--- src/rtl/line_clear_engine.sv ---
// Purpose: compacts the Tetris board held in shared VRAM by removing every full row, bottom to top.
// Latency: 3 cycles per row scanned, plus 2 per retained row that moves down, plus 2 per cleared row; done at 3*ROWS+2 minimum.
// Backpressure: none; VRAM answers every read one cycle later, and start is ignored unless the engine is idle.
module line_clear_engine #(
    parameter int ROWS         = 20,
    parameter int COLS         = 10,
    parameter int COLOR_OFFSET = 40,
    parameter int ADDR_W       = 12
) (
    input  logic              CLK,
    input  logic              RESET,
    input  logic              start,
    output logic              busy,
    output logic              done,
    output logic [4:0]        lines_cleared,
    output logic [ADDR_W-1:0] mem_addr,
    output logic [31:0]       mem_wdata,
    output logic              mem_we,
    output logic [3:0]        mem_byte_en,
    input  logic [31:0]       mem_rdata
);

    typedef enum logic [3:0] {
        IDLE,
        RD_OCC,
        RD_COL,
        EVAL,
        WR_OCC,
        WR_COL,
        FILL_OCC,
        FILL_COL,
        DONE
    } state_t;

    localparam logic [4:0]        LAST_ROW = 5'(ROWS - 1);
    localparam logic [ADDR_W-1:0] COL_OFF  = ADDR_W'(COLOR_OFFSET);

    state_t      state;
    logic [4:0]  rd;
    logic [4:0]  wr;
    logic [4:0]  cnt;
    logic [4:0]  f;
    logic [31:0] occ;
    logic [31:0] col;
    logic        row_full;

    // Only the playfield bits decide fullness; the upper bits ride along untouched.
    assign row_full    = &occ[COLS-1:0];
    assign mem_byte_en = 4'hF;

    // Row index to VRAM word address, zero-extended.
    function automatic logic [ADDR_W-1:0] row_addr(input logic [4:0] r);
        return ADDR_W'(r);
    endfunction

    // Pass sequencer. Every memory output is registered, so each branch loads the
    // address/data/enable that the *next* state must present during its own cycle.
    always_ff @(posedge CLK or posedge RESET) begin
        if (RESET) begin
            state         <= IDLE;
            busy          <= 1'b0;
            done          <= 1'b0;
            lines_cleared <= 5'd0;
            mem_addr      <= '0;
            mem_wdata     <= 32'd0;
            mem_we        <= 1'b0;
            rd            <= 5'd0;
            wr            <= 5'd0;
            cnt           <= 5'd0;
            f             <= 5'd0;
            occ           <= 32'd0;
            col           <= 32'd0;
        end else begin
            case (state)
                IDLE: begin
                    if (start) begin
                        rd            <= LAST_ROW;
                        wr            <= LAST_ROW;
                        cnt           <= 5'd0;
                        busy          <= 1'b1;
                        lines_cleared <= 5'd0;
                        mem_addr      <= row_addr(LAST_ROW);
                        mem_we        <= 1'b0;
                        state         <= RD_OCC;
                    end
                end
                RD_OCC: begin
                    mem_addr <= row_addr(rd) + COL_OFF;
                    state    <= RD_COL;
                end
                RD_COL: begin
                    occ   <= mem_rdata;
                    state <= EVAL;
                end
                EVAL: begin
                    col <= mem_rdata;
                    if (!row_full && wr != rd) begin
                        // Retained row below a gap: copy it down to the write row.
                        mem_addr  <= row_addr(wr);
                        mem_wdata <= occ;
                        mem_we    <= 1'b1;
                        state     <= WR_OCC;
                    end else begin
                        if (row_full) begin
                            cnt <= cnt + 5'd1;
                        end else begin
                            wr <= wr - 5'd1;
                        end
                        if (rd == 5'd0) begin
                            // A full row here makes cnt non-zero, so the fill writes immediately.
                            f         <= 5'd0;
                            mem_addr  <= '0;
                            mem_wdata <= 32'd0;
                            mem_we    <= row_full || (cnt != 5'd0);
                            state     <= FILL_OCC;
                        end else begin
                            rd       <= rd - 5'd1;
                            mem_addr <= row_addr(rd - 5'd1);
                            mem_we   <= 1'b0;
                            state    <= RD_OCC;
                        end
                    end
                end
                WR_OCC: begin
                    mem_addr  <= row_addr(wr) + COL_OFF;
                    mem_wdata <= col;
                    state     <= WR_COL;
                end
                WR_COL: begin
                    wr <= wr - 5'd1;
                    if (rd == 5'd0) begin
                        f         <= 5'd0;
                        mem_addr  <= '0;
                        mem_wdata <= 32'd0;
                        mem_we    <= (cnt != 5'd0);
                        state     <= FILL_OCC;
                    end else begin
                        rd       <= rd - 5'd1;
                        mem_addr <= row_addr(rd - 5'd1);
                        mem_we   <= 1'b0;
                        state    <= RD_OCC;
                    end
                end
                FILL_OCC: begin
                    if (f == cnt) begin
                        mem_we        <= 1'b0;
                        busy          <= 1'b0;
                        done          <= 1'b1;
                        lines_cleared <= cnt;
                        state         <= DONE;
                    end else begin
                        mem_addr  <= row_addr(f) + COL_OFF;
                        mem_wdata <= 32'd0;
                        mem_we    <= 1'b1;
                        state     <= FILL_COL;
                    end
                end
                FILL_COL: begin
                    f         <= f + 5'd1;
                    mem_addr  <= row_addr(f + 5'd1);
                    mem_wdata <= 32'd0;
                    mem_we    <= ((f + 5'd1) != cnt);
                    state     <= FILL_OCC;
                end
                DONE: begin
                    done  <= 1'b0;
                    state <= IDLE;
                end
                default: begin
                    mem_we <= 1'b0;
                    busy   <= 1'b0;
                    done   <= 1'b0;
                    state  <= IDLE;
                end
            endcase
        end
    end

endmodule

--- config.mk ---
export PLATFORM = sky130hd
export DESIGN_NAME = line_clear_engine
export DESIGN_NICKNAME = d
export VERILOG_FILES = /design/src/rtl/line_clear_engine.sv
export SDC_FILE = /design/constraint.sdc
export NUM_CORES = 1
export LEC_CHECK = 0
export CAP_MARGIN = 20
export CELL_PAD_IN_SITES_DETAIL_PLACEMENT = 1
export CELL_PAD_IN_SITES_GLOBAL_PLACEMENT = 1
export CORE_MARGIN = 4
export CORE_UTILIZATION = 43
export CTS_BUF_LIST = sky130_fd_sc_hd__clkbuf_16
export CTS_CLUSTER_DIAMETER = 150
export CTS_CLUSTER_SIZE = 10
export DETAILED_ROUTE_END_ITERATION = 7
export GPL_ROUTABILITY_DRIVEN = 0
export PLACE_DENSITY_LB_ADDON = 0.15
export SYNTH_ARGS = -nofsm -noshare
export SYNTH_HDL_FRONTEND = slang
export SYNTH_SLANG_ARGS = --single-unit
--- constraint.sdc ---
create_clock -name CLK -period 14.2 [get_ports CLK]
set_input_delay 2.84 -clock CLK [delete_from_list [all_inputs] [get_ports CLK]]
set_output_delay 2.84 -clock CLK [all_outputs]
set_load 0.03 [all_outputs]
==> impl_table.tex <==
\begin{tabular}{lr}
\hline
Metric & Value \\
\hline
\multicolumn{2}{l}{\textbf{Run status}} \\
Status & finished, final reports clean \\
\multicolumn{2}{l}{\textbf{Clock network}} \\
Clock transition at the register clock pins on the worst setup and hold paths after CTS & 60 ps \\
Cells resized by post-CTS repair & 0 \\
CTS tree & done \\
Maximum level of the CTS H-tree & 4 \\
Count of clock tree sinks & 135 \\
Clk root buf & sky130\_fd\_sc\_hd\_\_clkbuf\_16 \\
Number of setup buffers added after CTS & 0 \\
Maximum clock path buffer count & 2 \\
Count of hold buffers inserted by post-cts repair & 0 \\
Clock insertion delay at the later pin of the skew report & 420 ps \\
Inserted Clock Buffers & 17 \\
\multicolumn{2}{l}{\textbf{Yosys}} \\
Synth area leaders & sky130\_fd\_sc\_hd\_\_dfrtp\_1 (52\%), sky130\_fd\_sc\_hd\_\_nand2\_1 (8.1\%), sky130\_fd\_sc\_hd\_\_mux2\_2 (5.3\%) \\
Share of synthesized flip-flops with an asynchronous set or reset & 100\% \\
Distinct cell type count after synthesis & 70 \\
Netlist Area Pre-Place & 0.00655 sq mm \\
Syn avg cell area & 10.0 sq um \\
Most used flip-flop cell after synthesis & sky130\_fd\_sc\_hd\_\_dfrtp\_1 \\
Sequential-to-total area share from yosys stat & 51.5\% \\
Synth warn & 0 \\
Number of synthesized flops with an enable pin & 0 \\
Gate Count Post-Synth & 654 \\
Library cell with the largest summed area after synthesis & sky130\_fd\_sc\_hd\_\_dfrtp\_1 \\
Register bit total from synthesis & 135 \\
Area share of the largest cell type after synthesis & 51.5\% \\
\multicolumn{2}{l}{\textbf{Floorplan}} \\
Die area & 0.0173 sq mm \\
Die outline width & 131 um \\
Initial standard-cell utilization of the core & 44.4\% \\
Count of pins on the block boundary & 91 \\
Number of standard-cell rows in the floorplan & 44 \\
Height of the die & 131 um \\
Area of the core region & 0.0148 sq mm \\
\multicolumn{2}{l}{\textbf{Route}} \\
Vias/cell & 5.78 \\
Length of the first detailed-routing pass in iterations & 5 \\
Detail-routed net length per standard cell & 20.6 um \\
Residual antenna-violating net count after detailed routing & 0 \\
DRT Wirelength & 18800 um \\
First DRT Iteration DRCs & 420 \\
Remaining DRCs & 0 \\
Number of vias in the routed layout & 5275 \\
\multicolumn{2}{l}{\textbf{Timing}} \\
Final-report max-slew violation count & 0 \\
Final-report hold violation count & 0 \\
Setup-failing EPs final & 0 \\
Tightest slew margin relative to the limit & 34.8\% \\
Slew of the pin with the lowest slew margin & 976 ps \\
Setup repair after global routing missed its margin & false \\
Final hold slack & 479 ps \\
Post-layout min period & 4660 ps \\
Fmax & 215 MHz \\
TNS Setup & 0 ps \\
Final worst path period share & 32.8\% \\
Final worst clock skew & 6.88 ps \\
\multicolumn{2}{l}{\textbf{Final layout}} \\
Area growth from synthesis to layout & 22.8\% \\
Commonest non-fill, non-tap cell in the layout & sky130\_fd\_sc\_hd\_\_nand2\_1 \\
Highest-count cells in the layout ignoring fill and taps & sky130\_fd\_sc\_hd\_\_nand2\_1 (141), sky130\_fd\_sc\_hd\_\_dfrtp\_1 (135), sky130\_fd\_sc\_hd\_\_clkdlybuf4s50\_1 (81) \\
Nets & 758 \\
Number of inserted diodes & 0 \\
Final Non-Filler Cells & 913 \\
Area of the multi-input gates & 0.00291 sq mm \\
Layout cells sized above 1 & 12.1\% \\
Area occupied by registers & 0.00338 sq mm \\
Filler cell count & 1604 \\
\multicolumn{2}{l}{\textbf{Setup path}} \\
Slowest stage cell, crit path & sky130\_fd\_sc\_hd\_\_clkdlybuf4s50\_1 \\
Chain of cells forming the critical path & clkdlybuf4s50\_1, nor3b\_1, nand2b\_1, a32o\_1, nor3\_2, and4\_1, o21ai\_1 \\
CP max stage delay & 610 ps \\
Arrival time at the worst endpoint & 4950 ps \\
Largest driver fanout on the critical path & 8 \\
Crit end category & flip-flop \\
Gate family responsible for the most delay along the worst path & simple AND/OR/NAND/NOR gates \\
Kind of start point of the critical path & input port \\
Required time of the critical path & 14490 ps \\
Setup Crit Path Kind & in2reg \\
Sum of buffers and inverters on the critical path & 1 \\
\multicolumn{2}{l}{\textbf{Global route}} \\
Pin count of the biggest net entering global routing & 79 \\
Via count of the first global-routing pass & 5827 \\
Initial antenna violation count & 0 \\
Total track usage & 22.2\% \\
Wire length of the first global-routing pass & 30900 um \\
Total gr overflow & 0 \\
\multicolumn{2}{l}{\textbf{Job}} \\
Reported max-cap violation count & 0 \\
\multicolumn{2}{l}{\textbf{Place}} \\
Placed instance count & 881 \\
PortBufs & 81 \\
Detail Placement HPWL & 12000 um \\
\multicolumn{2}{l}{\textbf{Power}} \\
IR Drop Worst-Case VDD & 0.000151 V \\
PD cells & 286 mW/mm\^{}2 \\
Static leakage & 3.49 nW \\
\multicolumn{2}{l}{\textbf{Worst hold path}} \\
Tightest Hold Check Type & reg2reg \\
\hline
\end{tabular}
## layout make-up
| cell class | instances | area share [%] |
|---|---|---|
| Timing Repair Buffer | 86 | 10.5 |
| Multi-Input combinational cell | 460 | 36.1 |
| Tap cell | 184 | 2.86 |
| Clock inverter | 15 | 2.38 |
| Inverter | 16 | 0.809 |
| Clock buffer | 17 | 5.29 |
| Sequential cell | 135 | 42.0 |
## logic make-up (layout without fill, tap and decap cells)
group | after synthesis | in the layout | synth area share (%)
xor gates and xnor gates | 17 | 17 | 2.39
other | 2 | 9 | 0.115
buffers and inverters | 66 | 134 | 4.89
AOI/OAI and AO/OA | 157 | 157 | 17.3
DFF | 135 | 135 | 51.5
muxes | 35 | 35 | 5.99
adders and majority gates | 7 | 7 | 1.34
and+or+nand+nor | 235 | 235 | 16.5
## path summary, 6_finish.rpt
kind / start / end / slack, ps / depth (start not counted)
worst max-delay path: start / wr[4] / 9540 / 7
worst min-delay path: col[26] / col[26] / 480 / 2
worst max register to register: cnt[1] / mem_wdata[19] / 10950 / 6
worst min register to register: col[26] / col[26] / 480 / 2
max in group asynchronous: RESET / occ[12] / 10100 / 3
min in group asynchronous: RESET / mem_wdata[27] / 2900 / 2
## cell usage after synthesis (all sizes together) (8+ instances only)
master,count
nor3,17
xor2,12
nand2,141
buf,31
inv,16
nand3,10
mux2,34
nor2,28
clkbuf,19
dfrtp,135
o2bb2ai,32
a21oi,19
nor2b,8
o21ai,32
a22oi,32
## worst min-delay path: stages (launching register included)
cell and delay [ps]:
sky130_fd_sc_hd__dfrtp_1 340, sky130_fd_sc_hd__nand2_1 50, sky130_fd_sc_hd__nand2_1 60
## through the flow
stage	total power [mW]	instance area (sq um)	worst slack, ps	util (%)
after CTS	2.32	8050	9530	54.5
after detailed placement	1.84	7430	9110	50.4
after global routing	2.46	8050	9370	54.5
after floorplan	1.48	6580	7750	-
final	2.30	8050	9540	54.5
after global placement	1.79	7430	9200	50.4
## sequential cells by signal, indices dropped and copies added, names as in the netlist
signal and flops:
mem_wdata 32, occ 32, busy 1, mem_addr 7
state 4, f 5, cnt 5, done 1
lines_cleared 5, col 32, rd 5, mem_we 1
wr 5
## routing by layer
layer  up-vias  track usage, %  part of all wire [%]
li1       2410               -                     -
met5         -               0                     0
met2       129            38.3                    51
met3        34            6.35                   4.9
met1      2702            27.1                    42
met4         0            6.53                   1.9
## report_power, final
group | internal (mW) | switching (mW)
clock | 0.280 | 0.182
combinational | 0.424 | 0.679
sequential | 0.567 | 0.172
No activity file was read; power rests on OpenSTA's default activity.
